==> src/rtl/ac97_pkg.sv <==
// Shared AC-link constants, types and helpers for the AC97 playback transmitter.
package ac97_pkg;

    localparam int AC97_FRAME_BITS = 256;
    localparam int SLOT0_BITS      = 16;
    localparam int SLOT_BITS       = 20;
    localparam int NUM_SLOTS       = 12;

    localparam int TAG_FRAME = 15;
    localparam int TAG_SLOT1 = 14;
    localparam int TAG_SLOT2 = 13;
    localparam int TAG_SLOT3 = 12;
    localparam int TAG_SLOT4 = 11;

    localparam logic [6:0] REG_MASTER_VOL  = 7'h02;
    localparam logic [6:0] REG_LINE_IN_VOL = 7'h10;
    localparam logic [6:0] REG_PCM_OUT_VOL = 7'h18;
    localparam logic [6:0] REG_RECORD_SEL  = 7'h1A;

    typedef enum logic [1:0] {
        CMD_EMPTY,
        CMD_PENDING,
        CMD_SENDING
    } cmd_state_t;

    typedef struct packed {
        logic        cmd_tag;
        logic        pcm_tag;
        logic [6:0]  addr;
        logic [15:0] data;
        logic [15:0] left;
        logic [15:0] right;
    } frame_t;

    // First bit-counter value of slot n (slot 0 starts at 0).
    function automatic int slot_start(input int n);
        return (n == 0) ? 0 : SLOT0_BITS + SLOT_BITS * (n - 1);
    endfunction

    function automatic logic [15:0] slot0_word(input frame_t f, input logic [1:0] codec_id);
        logic [15:0] w;
        w            = '0;
        w[TAG_SLOT1] = f.cmd_tag;
        w[TAG_SLOT2] = f.cmd_tag;
        w[TAG_SLOT3] = f.pcm_tag;
        w[TAG_SLOT4] = f.pcm_tag;
        w[TAG_FRAME] = |w[TAG_SLOT1:TAG_SLOT4];
        w[1:0]       = codec_id;
        return w;
    endfunction

endpackage

==> src/rtl/ac97_slot_shifter.sv <==
// 20-bit MSB-first shift register with parallel load; drives one AC-link slot at a time.
module ac97_slot_shifter
    import ac97_pkg::*;
(
    input  logic                 clk,
    input  logic                 reset_n,
    input  logic                 load,
    input  logic [SLOT_BITS-1:0] load_data,
    output logic                 serial_out
);

    logic [SLOT_BITS-1:0] shift_reg;

    always_ff @(posedge clk) begin
        if (!reset_n) begin
            shift_reg <= '0;
        end else if (load) begin
            shift_reg <= load_data;
        end else begin
            shift_reg <= {shift_reg[SLOT_BITS-2:0], 1'b0};
        end
    end

    assign serial_out = shift_reg[SLOT_BITS-1];

endmodule

==> src/rtl/ac97_playback_tx.sv <==
// AC97 AC-link output side: builds slot 0 tags, one codec register write and one
// stereo PCM pair per frame, and serialises them on aSDO with a matching aSync.
module ac97_playback_tx
    import ac97_pkg::*;
#(
    parameter int         FRAME_BITS = AC97_FRAME_BITS,
    parameter logic [1:0] CODEC_ID   = 2'b00
) (
    input  logic        fclk,
    input  logic        freset_n,
    input  logic [15:0] fAudLOut,
    input  logic [15:0] fAudROut,
    input  logic        fPcmValid,
    output logic        fPcmReady,
    input  logic        fCmdValid,
    input  logic [6:0]  fCmdAddr,
    input  logic [15:0] fCmdData,
    output logic        fCmdReady,
    output logic        fCmdDone,
    output logic        fUnderrun,
    output logic        aSDO,
    output logic        aSync,
    output logic        aReset
);

    localparam int              BC_W    = $clog2(FRAME_BITS);
    localparam logic [BC_W-1:0] LAST_BC = BC_W'(FRAME_BITS - 1);

    logic [BC_W-1:0] bc_reg;
    logic [BC_W-1:0] bc_next;
    logic            latch;

    assign latch   = (bc_reg == LAST_BC);
    assign bc_next = latch ? '0 : bc_reg + BC_W'(1);

    always_ff @(posedge fclk) begin
        if (!freset_n) begin
            bc_reg <= LAST_BC;
        end else begin
            bc_reg <= bc_next;
        end
    end

    // Sample buffer: a pair offered in the latch cycle lands after the latch has read it.
    logic        pcm_full_reg;
    logic [15:0] pcm_left_reg;
    logic [15:0] pcm_right_reg;
    logic        pcm_take;

    assign fPcmReady = ~pcm_full_reg;
    assign pcm_take  = fPcmValid & ~pcm_full_reg;

    always_ff @(posedge fclk) begin
        if (!freset_n) begin
            pcm_full_reg <= 1'b0;
        end else if (pcm_take) begin
            pcm_full_reg <= 1'b1;
        end else if (latch) begin
            pcm_full_reg <= 1'b0;
        end
    end

    always_ff @(posedge fclk) begin
        if (pcm_take) begin
            pcm_left_reg  <= fAudLOut;
            pcm_right_reg <= fAudROut;
        end
    end

    // Command buffer stays occupied while its frame is on the wire.
    cmd_state_t  cmd_state_reg;
    cmd_state_t  cmd_state_next;
    logic        cmd_take;
    logic        cmd_done;
    logic [6:0]  cmd_addr_reg;
    logic [15:0] cmd_data_reg;

    always_ff @(posedge fclk) begin
        if (!freset_n) begin
            cmd_state_reg <= CMD_EMPTY;
        end else begin
            cmd_state_reg <= cmd_state_next;
        end
    end

    always_comb begin
        cmd_state_next = cmd_state_reg;
        cmd_take       = 1'b0;
        cmd_done       = 1'b0;
        case (cmd_state_reg)
            CMD_EMPTY: begin
                if (fCmdValid) begin
                    cmd_take       = 1'b1;
                    cmd_state_next = CMD_PENDING;
                end
            end
            CMD_PENDING: begin
                if (latch) begin
                    cmd_state_next = CMD_SENDING;
                end
            end
            CMD_SENDING: begin
                if (latch) begin
                    cmd_done       = 1'b1;
                    cmd_state_next = CMD_EMPTY;
                end
            end
            default: cmd_state_next = CMD_EMPTY;
        endcase
    end

    always_ff @(posedge fclk) begin
        if (cmd_take) begin
            cmd_addr_reg <= fCmdAddr;
            cmd_data_reg <= fCmdData;
        end
    end

    assign fCmdReady = (cmd_state_reg == CMD_EMPTY);
    assign fCmdDone  = freset_n & cmd_done;
    assign fUnderrun = freset_n & latch & ~pcm_full_reg;

    frame_t frame_reg;
    frame_t frame_next;

    always_comb begin
        frame_next         = '0;
        frame_next.pcm_tag = pcm_full_reg;
        frame_next.cmd_tag = (cmd_state_reg == CMD_PENDING);
        if (pcm_full_reg) begin
            frame_next.left  = pcm_left_reg;
            frame_next.right = pcm_right_reg;
        end
        if (cmd_state_reg == CMD_PENDING) begin
            frame_next.addr = cmd_addr_reg;
            frame_next.data = cmd_data_reg;
        end
    end

    always_ff @(posedge fclk) begin
        if (!freset_n) begin
            frame_reg <= '0;
        end else if (latch) begin
            frame_reg <= frame_next;
        end
    end

    // slot_hit[n] marks the edge that starts slot n; slots past the frame end never start.
    logic [NUM_SLOTS:0] slot_hit;

    generate
        for (genvar gi = 0; gi <= NUM_SLOTS; gi++) begin : g_slot_hit
            if (slot_start(gi) < FRAME_BITS) begin : g_in
                assign slot_hit[gi] = (bc_next == BC_W'(slot_start(gi)));
            end else begin : g_out
                assign slot_hit[gi] = 1'b0;
            end
        end
    endgenerate

    logic                 shift_load;
    logic [SLOT_BITS-1:0] load_word;

    // Slot 0 is loaded on the latch edge itself, so it is built from the incoming frame.
    always_comb begin
        load_word = '0;
        if (slot_hit[0]) begin
            load_word = {slot0_word(frame_next, CODEC_ID), 4'b0};
        end else if (slot_hit[1]) begin
            load_word = {1'b0, frame_reg.addr, 12'b0};
        end else if (slot_hit[2]) begin
            load_word = {frame_reg.data, 4'b0};
        end else if (slot_hit[3]) begin
            load_word = {frame_reg.left, 4'b0};
        end else if (slot_hit[4]) begin
            load_word = {frame_reg.right, 4'b0};
        end
    end

    assign shift_load = |slot_hit;

    ac97_slot_shifter u_shifter (
        .clk        (fclk),
        .reset_n    (freset_n),
        .load       (shift_load),
        .load_data  (load_word),
        .serial_out (aSDO)
    );

    always_ff @(posedge fclk) begin
        if (!freset_n) begin
            aSync  <= 1'b0;
            aReset <= 1'b0;
        end else begin
            aSync  <= (bc_next < BC_W'(SLOT0_BITS));
            aReset <= 1'b1;
        end
    end

endmodule

==> config.mk <==
export PLATFORM = sky130hd
export DESIGN_NAME = ac97_playback_tx
export DESIGN_NICKNAME = d
export VERILOG_FILES = /design/src/rtl/ac97_pkg.sv /design/src/rtl/ac97_slot_shifter.sv /design/src/rtl/ac97_playback_tx.sv
export SDC_FILE = /design/constraint.sdc
export NUM_CORES = 1
export LEC_CHECK = 0
export BUFFER_PORTS_ARGS = -buffer_cell sky130_fd_sc_hd__buf_2
export CAP_MARGIN = 20
export CORE_MARGIN = 2
export CORE_UTILIZATION = 57
export DETAILED_ROUTE_END_ITERATION = 12
export PLACE_DENSITY = 0.88
export SYNTH_ARGS = -nofsm -noshare
export SYNTH_HDL_FRONTEND = slang
export SYNTH_SLANG_ARGS = --single-unit
==> constraint.sdc <==
create_clock -name fclk -period 3 [get_ports fclk]
set_input_delay 0.15 -clock fclk [delete_from_list [all_inputs] [get_ports fclk]]
set_output_delay 0.15 -clock fclk [all_outputs]
set_load 0.005 [all_outputs]
# Word level (Yosys, flattened, before mapping)
# Index checks and enable logic that the tools add are counted.
# word_totals
ff_bits	143
latch_bits	0
ramBits	0
mem_bits_ro	0
inputBits	59
output_inout_bits	7
word_cells	69
n_memories	0
# classes
n_addsub	1
multipliers	0
n_div	0
n_lt_le_gt_ge	1
n_eq_ne	18
shift	0
mux	20
n_bitwise	7
n_reduce_logical	7
# ops
cell	count
20-bit two-way mux	6
8-bit equality test (second input constant)	7
32-bit two-way mux	1
8-bit by 7-bit equality test with 1-bit output (second input constant)	3
23-bit two-way mux	1
8-bit by 6-bit equality test with 1-bit output (second input constant)	2
13-bit OR reduction	1
8-bit by 1-bit adder with 8-bit output (second input constant)	1
8-bit by 5-bit equality test with 1-bit output (second input constant)	1
8-bit logical NOT	1
8-bit by 5-bit less-than comparator with 1-bit output (second input constant)	1
8-bit two-way mux	1
1-bit two-way mux	7
2-bit two-way mux	3
2-bit inequality test (second input constant)	3
2-bit case mux with 3 select lines	1
6-bit OR reduction	1
1-bit bitwise AND	4
1-bit NOT	3
3-bit AND reduction	1
2-bit by 1-bit equality test with 1-bit output (second input constant)	1
2-bit equality test (second input constant)	1
2-bit logical NOT	1
2-bit nonzero test	1
2-bit OR reduction	1

# Logic depth before layout (Yosys ltp)
# Gate-level depths: netlist (run 1).
# logic_depth
ltp_word	9
depth_mapped	10
ltp_nobuf	7

# Hierarchy
# Synthesis (run 1) repeated with hierarchy kept, for this count alone.
# unflattened
hier_cells	493
area_unflattened_um2	5776.8
# by_module_without_submodules
module	instances	cells_each	area_each_um2	seq_area_each_um2
ac97_playback_tx	1	430	5031.1	3012.9
ac97_slot_shifter	1	63	745.7	400.4

# Worst setup path after synthesis (run 1)
# OpenSTA, ideal clock, no wires.
# synth_path
path_kind	register -> register
from	reg pcm_full_reg
to	reg pcm_left_reg[0] (enable)
setup_ps	425
arrival_time_ps	1805
required_ps	2575
slack_ps	770
stages_incl_launch_ff	2
path_buffers	0
period_less_slack_ps	2230
cell_sequence	dfxtp_1 > nor2b_1
# synth_via
elab_chain_cells	2
# synth_lines
element	line_no	source
start: declaration	ac97_playback_tx.sv:45	logic pcm_full_reg;
start signal: assignment	ac97_playback_tx.sv:55	pcm_full_reg <= 1'b0;
start signal: assignment	ac97_playback_tx.sv:57	pcm_full_reg <= 1'b1;
start signal: assignment	ac97_playback_tx.sv:59	pcm_full_reg <= 1'b0;
1-bit NOT	ac97_playback_tx.sv:51	assign pcm_take = fPcmValid & ~pcm_full_reg;
1-bit bitwise AND	ac97_playback_tx.sv:51	
named net pcm_take	ac97_playback_tx.sv:48	logic pcm_take;
end signal: assignment	ac97_playback_tx.sv:65	pcm_left_reg <= fAudLOut;
end: declaration	ac97_playback_tx.sv:46	logic [15:0] pcm_left_reg;
# The timed path passes the listed nets, and every way through them passes these cells.
# A chain may end at the register's enable or synchronous reset.

# Worst setup path in the final report (run 1)
# layout_path
from	reg bc_reg[0]
to	out fCmdDone
# layout_via
elab_chain_cells	4
# layout_lines
element	line_no	source
start: declaration	ac97_playback_tx.sv:29	logic [BC_W-1:0] bc_reg;
start signal: assignment	ac97_playback_tx.sv:40	bc_reg <= bc_next;
8-bit equality test	ac97_playback_tx.sv:33	assign latch = (bc_reg == LAST_BC);
1-bit two-way mux	ac97_playback_tx.sv:103	if (latch) begin
1-bit two-way mux	ac97_playback_tx.sv:90	case (cmd_state_reg)
1-bit bitwise AND	ac97_playback_tx.sv:120	assign fCmdDone = freset_n & cmd_done;
end: declaration	ac97_playback_tx.sv:19	output logic fCmdDone,
# No other way between the ends.

==> impl_summary.log, run 1 <==
[metrics] result of the run: finished, final reports clean
[metrics] CTS Root Cell: sky130_fd_sc_hd__clkbuf_8
[metrics] detailed-route wire length per cell: 22.3 microns
[metrics] final count of pins violating max slew: 0
[metrics] clock network latency to the later pin of the worst-skew pair: 520 ps
[metrics] antenna violations before repair: 0
[metrics] Seq. cell area: 3330 sq um
[metrics] number of placed I/O pins: 66
[metrics] count leader, synth: sky130_fd_sc_hd__dfxtp_1
[metrics] slew at the pin with the worst max-slew slack: 1060 ps
[metrics] cell types with the highest counts after synthesis: sky130_fd_sc_hd__dfxtp_1 (84), sky130_fd_sc_hd__edfxtp_1 (55), sky130_fd_sc_hd__nand2_1 (49)
[metrics] overflow left after global routing: 0
[metrics] Fmax achieved: 366 MHz
[metrics] Crit Reg-Reg Endpoint: u_shifter.shift_reg[6]
[metrics] Worst Path Buf+Inv: 2
[metrics] EDFF count, synth: 55
[metrics] R2R cell count: 6
[metrics] unrepaired setup endpoints after global routing: false
[metrics] CP Data Required Time: 2850 ps
[metrics] half-perimeter wire length after placement: 7960 microns
[metrics] crit-path max FO: 16
[metrics] clock transition at the register clock pins on the worst setup and hold paths after CTS: 70 ps
[metrics] CP arrival: 2590 ps
[metrics] top post-synthesis cells by area: sky130_fd_sc_hd__dfxtp_1 (31%), sky130_fd_sc_hd__edfxtp_1 (31%), sky130_fd_sc_hd__a22o_1 (5.2%)
[metrics] final weighted congestion of routability-driven global placement: 0.921
[metrics] largest net degree at the start of global routing: 37
[metrics] gate count after technology mapping: 456
[metrics] delay contributed by the slowest stage of the critical path: 460 ps
[metrics] CP startpoint: bc_reg[0]
[metrics] detailed-routing iteration count for the pre-antenna-repair pass: 6
[metrics] CTS tree: built
[metrics] height of the die: 101 microns
[metrics] buffer levels on the longest clock path: 2
[metrics] footprint of the multi-input gates: 1870 sq um
[metrics] dominant synthesized flop cell: sky130_fd_sc_hd__dfxtp_1
[metrics] synth warn: 0
[metrics] flip-flop and latch count after synthesis: 139
[metrics] floorplan core area: 9200 sq um
[metrics] utilization after layout: 0.759
[metrics] Synth top area share: 0.311
[metrics] time the final worst path needs with I/O delays and setup: 2740 ps
[metrics] Detailed Route Iter0 Violations: 578
[metrics] Crit. End Element: output port
[metrics] overall track demand over capacity in global routing: 0.320
[metrics] category of cells accounting for the largest share of critical-path delay: simple AND/OR/NAND/NOR gates
[metrics] cell area reported after detailed placement: 5780 sq um
[metrics] maximum vdd ir drop: 0.531 mV
[metrics] H-tree Lvls: 4
[metrics] P_leak: 2.54 nW
[metrics] hold violation total from the final report: 0
[metrics] Die X: 101 microns
[metrics] final antenna-violating net count: 0
[metrics] cell type contributing the most total cell area after synthesis: sky130_fd_sc_hd__dfxtp_1
[metrics] DRC errors left: 0
[metrics] Area growth, synth to finish: 29.3%
[metrics] global-route wire length before repair: 24200 microns
[metrics] via count of the first global-routing pass: 4497
[metrics] Max transition margin: 0.290
[metrics] via count of the routed design: 4465
[metrics] clk sink count: 139
[metrics] total power after layout: 6.11 mW
[metrics] synthesized area: 5400 sq um
[metrics] type of the most critical hold path: in2reg
[metrics] nets: 635
[metrics] worst reg2reg setup slack: 310 ps
[metrics] post-route worst setup slack: 265 ps
[metrics] Starting Density: 0.587
[metrics] setup violators final: 0
[metrics] number of diodes added for antenna fixing: 0
[metrics] beginning of the worst register-to-register path: bc_reg[2]
[metrics] number of buffers created by CTS: 17
[metrics] number of rows created at floorplan: 35
[metrics] number of instances on the worst hold path: 2
[metrics] ratio of cells with drive above 1 in the final layout: 0.228
[metrics] Worst Clk Skew: 9.55 ps
[metrics] final wirelength: 15600 microns
[metrics] endpoint of the worst setup timing path: fCmdDone
[metrics] proportion of synthesized flip-flops having asynchronous set or reset: 0
[metrics] post-route clock period utilization: 0.912
[metrics] total negative setup slack: 0 ps
[metrics] number of flip-flops under the largest register name: 55
[metrics] # Max-Cap Violations: 0
[metrics] Vias/cell: 6.39
[metrics] power density of the placed cells: 875 nW/um^2
[metrics] Slowest cell on crit path: sky130_fd_sc_hd__dfxtp_1
[metrics] Setup Crit Path Kind: reg2out
[metrics] count of buffers inserted at the top-level ports: 65
[metrics] post-placement setup slack: 459 ps
[metrics] area of the die: 10300 sq um
[metrics] post-CTS setup-driven buffer insertion count: 0
[metrics] sequence of cells on the critical path: ha_2 -> nand3_1 -> nor2_4 -> buf_4 -> nand2_1 -> nor3b_1 -> buf_2
[metrics] instance count on the critical path: 7
[metrics] average cell area after synthesis: 11.8 sq um
[metrics] CP Launch Type: flip-flop
[metrics] number of nets produced by synthesis: 516
[metrics] post-synthesis sequential area ratio: 0.617
[metrics] post-route standard cell area excluding fillers: 6980 sq um
[metrics] layout filler cell count: 533
[metrics] number of distinct library cells after synthesis: 61
-- layout make-up --
| cell class | instances | area share |
|---|---|---|
| Multi-Input combinational cell | 277 | 0.267 |
| Clock buffer | 19 | 0.0635 |
| Inverter | 4 | 0.00215 |
| Sequential cell | 139 | 0.478 |
| Tap cell | 111 | 0.0199 |
| Clock inverter | 13 | 0.0253 |
| Timing Repair Buffer | 136 | 0.144 |
-- placed cells by master, fill, tap and decap left out, drive strengths merged, types with 10 or more instances in the layout --
master and n:
buf 79, o21ai 12, nand3 29, o32ai 10
nor2 17, nand2 50, dfxtp 84, a21oi 29
edfxtp 55, clkbuf 19, dlygate4sd3 57, a22o 32
inv 12
-- layer usage --
| layer | vias up | track usage | part of all wire |
|---|---|---|---|
| met5 | - | 0 | 0 |
| met4 | 0 | 0.178 | 0.052 |
| met3 | 80 | 0.0669 | 0.070 |
| met2 | 305 | 0.551 | 0.51 |
| met1 | 2097 | 0.373 | 0.37 |
| li1 | 1983 | - | - |
-- power breakdown --
part           switching, mW  total (mW)  internal [mW]
logic                  0.980        1.53          0.554
clock network          0.869        2.21           1.34
registers              0.187        2.36           2.17
-- per-stage QoR --
stage / instances / hold WS (ps)
2_1_floorplan: 456 / 178
3_3_place_gp: 609 / 326
3_5_place_dp: 610 / 328
4_1_cts: 699 / 314
5_1_grt: 699 / 315
6_report: 699 / 334
-- cells by family after synthesis --
group           count (synthesis)  synth area share
compound gates                137             0.201
xor+xnor                        8            0.0130
fa+ha+maj                       1           0.00232
buf+inv                        40            0.0405
flops                         139             0.617
mux                             1           0.00185
simple gates                  130             0.124
-- worst min path at each step --
stage                     start          endpoint  slack [ps]
floorplan              freset_n            aReset         180
global placement    fAudROut[2]  pcm_right_reg[2]         330
detailed placement  fAudLOut[4]   pcm_left_reg[4]         330
CTS                 fAudROut[0]  pcm_right_reg[0]         310
global route        fAudLOut[0]   pcm_left_reg[0]         320
finish              fAudROut[4]  pcm_right_reg[4]         330
-- what timing repair did --
action / in CTS / in global routing
resized for setup: 0 / 2
hold endpoints to repair: 61 / 0
hold buffers: 57 / 0
setup endpoints to repair: 0 / 2
Note: power is estimated with default switching activity, not from simulation.
==> inputs of run 2 (changes only) <==
- CORE_UTILIZATION: 57 -> 40
- PLACE_DENSITY: 0.88 -> 0.68
==> run 2 against run 1 <==
Clock skew fell by 3.3 ps. Sequential power about the same. Critical path depth is the same. Critical endpoint unchanged. Core utilization is 23 points lower. Register-to-register slack better by 60 ps. Final cell count rose by 9.2%. Sequential share of layout area fell by 0.20 points. Maximum frequency up 0.64%. Highest routed layer unchanged. Global-route usage down 14 points. Largest cell class unchanged. Final area rose by 0.41%.
==> impl_summary.log, run 2 (synthesis results as in run 1) <==
[metrics] R2R cell count: 7 (was 6)
[metrics] # Max-Cap Violations: 0 (unchanged)
[metrics] height of the die: 120 microns (was 101 microns)
[metrics] beginning of the worst register-to-register path: bc_reg[0] (was bc_reg[2])
[metrics] type of the most critical hold path: in2reg (unchanged)
[metrics] unrepaired setup endpoints after global routing: false (unchanged)
[metrics] leading cell types in the layout, fill and taps excluded: sky130_fd_sc_hd__dfxtp_1 (84), sky130_fd_sc_hd__buf_2 (65), sky130_fd_sc_hd__dlygate4sd3_1 (56) (was sky130_fd_sc_hd__dfxtp_1 (84), sky130_fd_sc_hd__buf_2 (65), sky130_fd_sc_hd__dlygate4sd3_1 (57))
[metrics] detailed-route wire length per cell: 16.3 microns (was 22.3 microns)
[metrics] endpoint of the worst setup timing path: fCmdDone (unchanged)
[metrics] number of placed I/O pins: 66 (unchanged)
[metrics] Starting Density: 0.409 (was 0.587)
[metrics] CP arrival: 2570 ps (was 2590 ps)
[metrics] sequence of cells on the critical path: ha_1 -> nand3_1 -> nor2_2 -> buf_4 -> nand2_1 -> nor3b_1 -> buf_2 (was ha_2 -> nand3_1 -> nor2_4 -> buf_4 -> nand2_1 -> nor3b_1 -> buf_2)
[metrics] layout filler cell count: 1143 (was 533)
[metrics] number of buffers created by CTS: 17 (unchanged)
[metrics] count of buffers inserted at the top-level ports: 65 (unchanged)
[metrics] Seq. cell area: 3330 sq um (unchanged)
[metrics] Crit Reg-Reg Endpoint: u_shifter.shift_reg[19] (was u_shifter.shift_reg[6])
[metrics] number of flip-flops under the largest register name: 55 (unchanged)
[metrics] delay contributed by the slowest stage of the critical path: 450 ps (was 460 ps)
[metrics] ratio of cells with drive above 1 in the final layout: 0.228 (about the same)
[metrics] buffer levels on the longest clock path: 2 (unchanged)
[metrics] maximum vdd ir drop: 0.476 mV (was 0.531 mV)
[metrics] Area growth, synth to finish: 29.8% (was 29.3%)
[metrics] CP startpoint: bc_reg[1] (was bc_reg[0])
[metrics] Max transition margin: 0.314 (was 0.290)
[metrics] area of the die: 14400 sq um (was 10300 sq um)
[metrics] number of rows created at floorplan: 42 (was 35)
[metrics] via count of the routed design: 3998 (was 4465)
[metrics] setup violators final: 0 (unchanged)
[metrics] Crit. End Element: output port (unchanged)
[metrics] detailed-routing iteration count for the pre-antenna-repair pass: 5 (was 6)
[metrics] crit-path max FO: 12 (was 16)
[metrics] number of diodes added for antenna fixing: 0 (unchanged)
[metrics] Vias/cell: 5.24 (was 6.39)
[metrics] utilization after layout: 0.531 (was 0.759)
[metrics] Final Hold Slack: 108 ps (was 334 ps)
[metrics] time the final worst path needs with I/O delays and setup: 2720 ps (was 2740 ps)
[metrics] clock network latency to the later pin of the worst-skew pair: 420 ps (was 520 ps)
[metrics] via count of the first global-routing pass: 4082 (was 4497)
[metrics] DRC errors left: 0 (unchanged)
[metrics] Detailed Route Iter0 Violations: 289 (was 578)
[metrics] final weighted congestion of routability-driven global placement: 0.919 (was 0.921)
[metrics] worst reg2reg setup slack: 370 ps (was 310 ps)
[metrics] Worst Clk Skew: 6.27 ps (was 9.55 ps)
[metrics] CP Launch Type: flip-flop (unchanged)
[metrics] Die X: 120 microns (was 101 microns)
[metrics] result of the run: finished, final reports clean (unchanged)
[metrics] Fmax achieved: 368 MHz (was 366 MHz)
[metrics] final antenna-violating net count: 0 (unchanged)
[metrics] filler-free cell count of the finished design: 763 (was 699)
[metrics] CTS tree: built (unchanged)
[metrics] final count of pins violating max slew: 0 (unchanged)
[metrics] overall track demand over capacity in global routing: 0.182 (was 0.320)
[metrics] hold violation total from the final report: 0 (unchanged)
[metrics] slew at the pin with the worst max-slew slack: 1030 ps (was 1060 ps)
[metrics] Setup Crit Path Kind: reg2out (unchanged)
[metrics] post-route clock period utilization: 0.906 (was 0.912)
[metrics] clock transition at the register clock pins on the worst setup and hold paths after CTS: 60 ps (was 70 ps)
[metrics] global-route wire length before repair: 20300 microns (was 24200 microns)
[metrics] clk sink count: 139 (unchanged)
[metrics] total negative setup slack: 0 ps (unchanged)
[metrics] commonest non-fill, non-tap cell in the layout: sky130_fd_sc_hd__dfxtp_1 (unchanged)
[metrics] final wirelength: 12500 microns (was 15600 microns)
[metrics] H-tree Lvls: 4 (unchanged)
[metrics] antenna violations before repair: 0 (unchanged)
[metrics] Slowest cell on crit path: sky130_fd_sc_hd__dfxtp_1 (unchanged)
[metrics] footprint of the multi-input gates: 1860 sq um (was 1870 sq um)
[metrics] half-perimeter wire length after placement: 8070 microns (was 7960 microns)
[metrics] overflow left after global routing: 0 (unchanged)
[metrics] nets: 634 (was 635)
[metrics] floorplan core area: 13200 sq um (was 9200 sq um)
[metrics] placed cells: 674 (was 610)
[metrics] largest net degree at the start of global routing: 38 (was 37)
[metrics] CTS Root Cell: sky130_fd_sc_hd__clkbuf_16 (was sky130_fd_sc_hd__clkbuf_8)
[metrics] P_leak: 2.53 nW (was 2.54 nW)
[metrics] post-CTS setup-driven buffer insertion count: 0 (unchanged)
[metrics] quantity of gates resized following cts: 0 (unchanged)
[metrics] power density of the placed cells: 834 nW/um^2 (was 875 nW/um^2)
[metrics] CP Data Required Time: 2850 ps (about the same)
## run 2: stage by stage
stage | worst slack [ps] | power, mW | cell area [sq um]
global placement | 538 | 3.74 | 5850
CTS | 306 | 5.85 | 6990
finish | 282 | 5.85 | 7010
global route | 97.0 | 6.14 | 7010
detailed placement | 461 | 3.75 | 5850
floorplan | 770 | 3.41 | 5400
## run 2: critical path: cells and delay by family (launching register included)
kind / cells / cell delay (ps)
DFF: 1 / 450
and+or+nand+nor: 4 / 860
buffers and inverters: 2 / 380
adders and majority gates: 1 / 440
## run 2: how the worst min path moves through the flow
stage | depth (start not counted) | to | start
final | 2 | aReset | freset_n
after detailed placement | 1 | pcm_right_reg[3] | fAudROut[3]
after floorplan | 0 | aReset | freset_n
after global routing | 2 | aReset | freset_n
after CTS | 2 | aReset | freset_n
after global placement | 1 | pcm_left_reg[3] | fAudLOut[3]
## run 2: repair_timing
| action | CTS | global route |
|---|---|---|
| endpoints found under the hold margin | 56 | 0 |
| setup endpoints to repair | 0 | 0 |
| hold buffers | 56 | 0 |
## run 2: layout make-up
cell class                      instances  area share
Multi-Input combinational cell        277       0.265
Timing Repair Buffer                  135       0.142
Clock buffer                           20      0.0682
Sequential cell                       139       0.476
Inverter                                4     0.00214
Tap cell                              176      0.0314
Clock inverter                         12      0.0152
## run 2: routing by layer
layer / GRT usage / routed length, microns / part of all wire
met4: 0.0868 / 403 / 0.032
met2: 0.314 / 6380 / 0.51
met1: 0.214 / 5300 / 0.43
met3: 0.0443 / 371 / 0.030
met5: 0 / 0 / 0
## run 2: power by group
group          switching (mW)  total (mW)  leakage [nW]  internal, mW
registers               0.166        2.34          1.21          2.18
clock network           0.792        2.03         0.293          1.24
logic                   0.930        1.48          1.03         0.549
total                    1.89        5.85          2.53          3.96
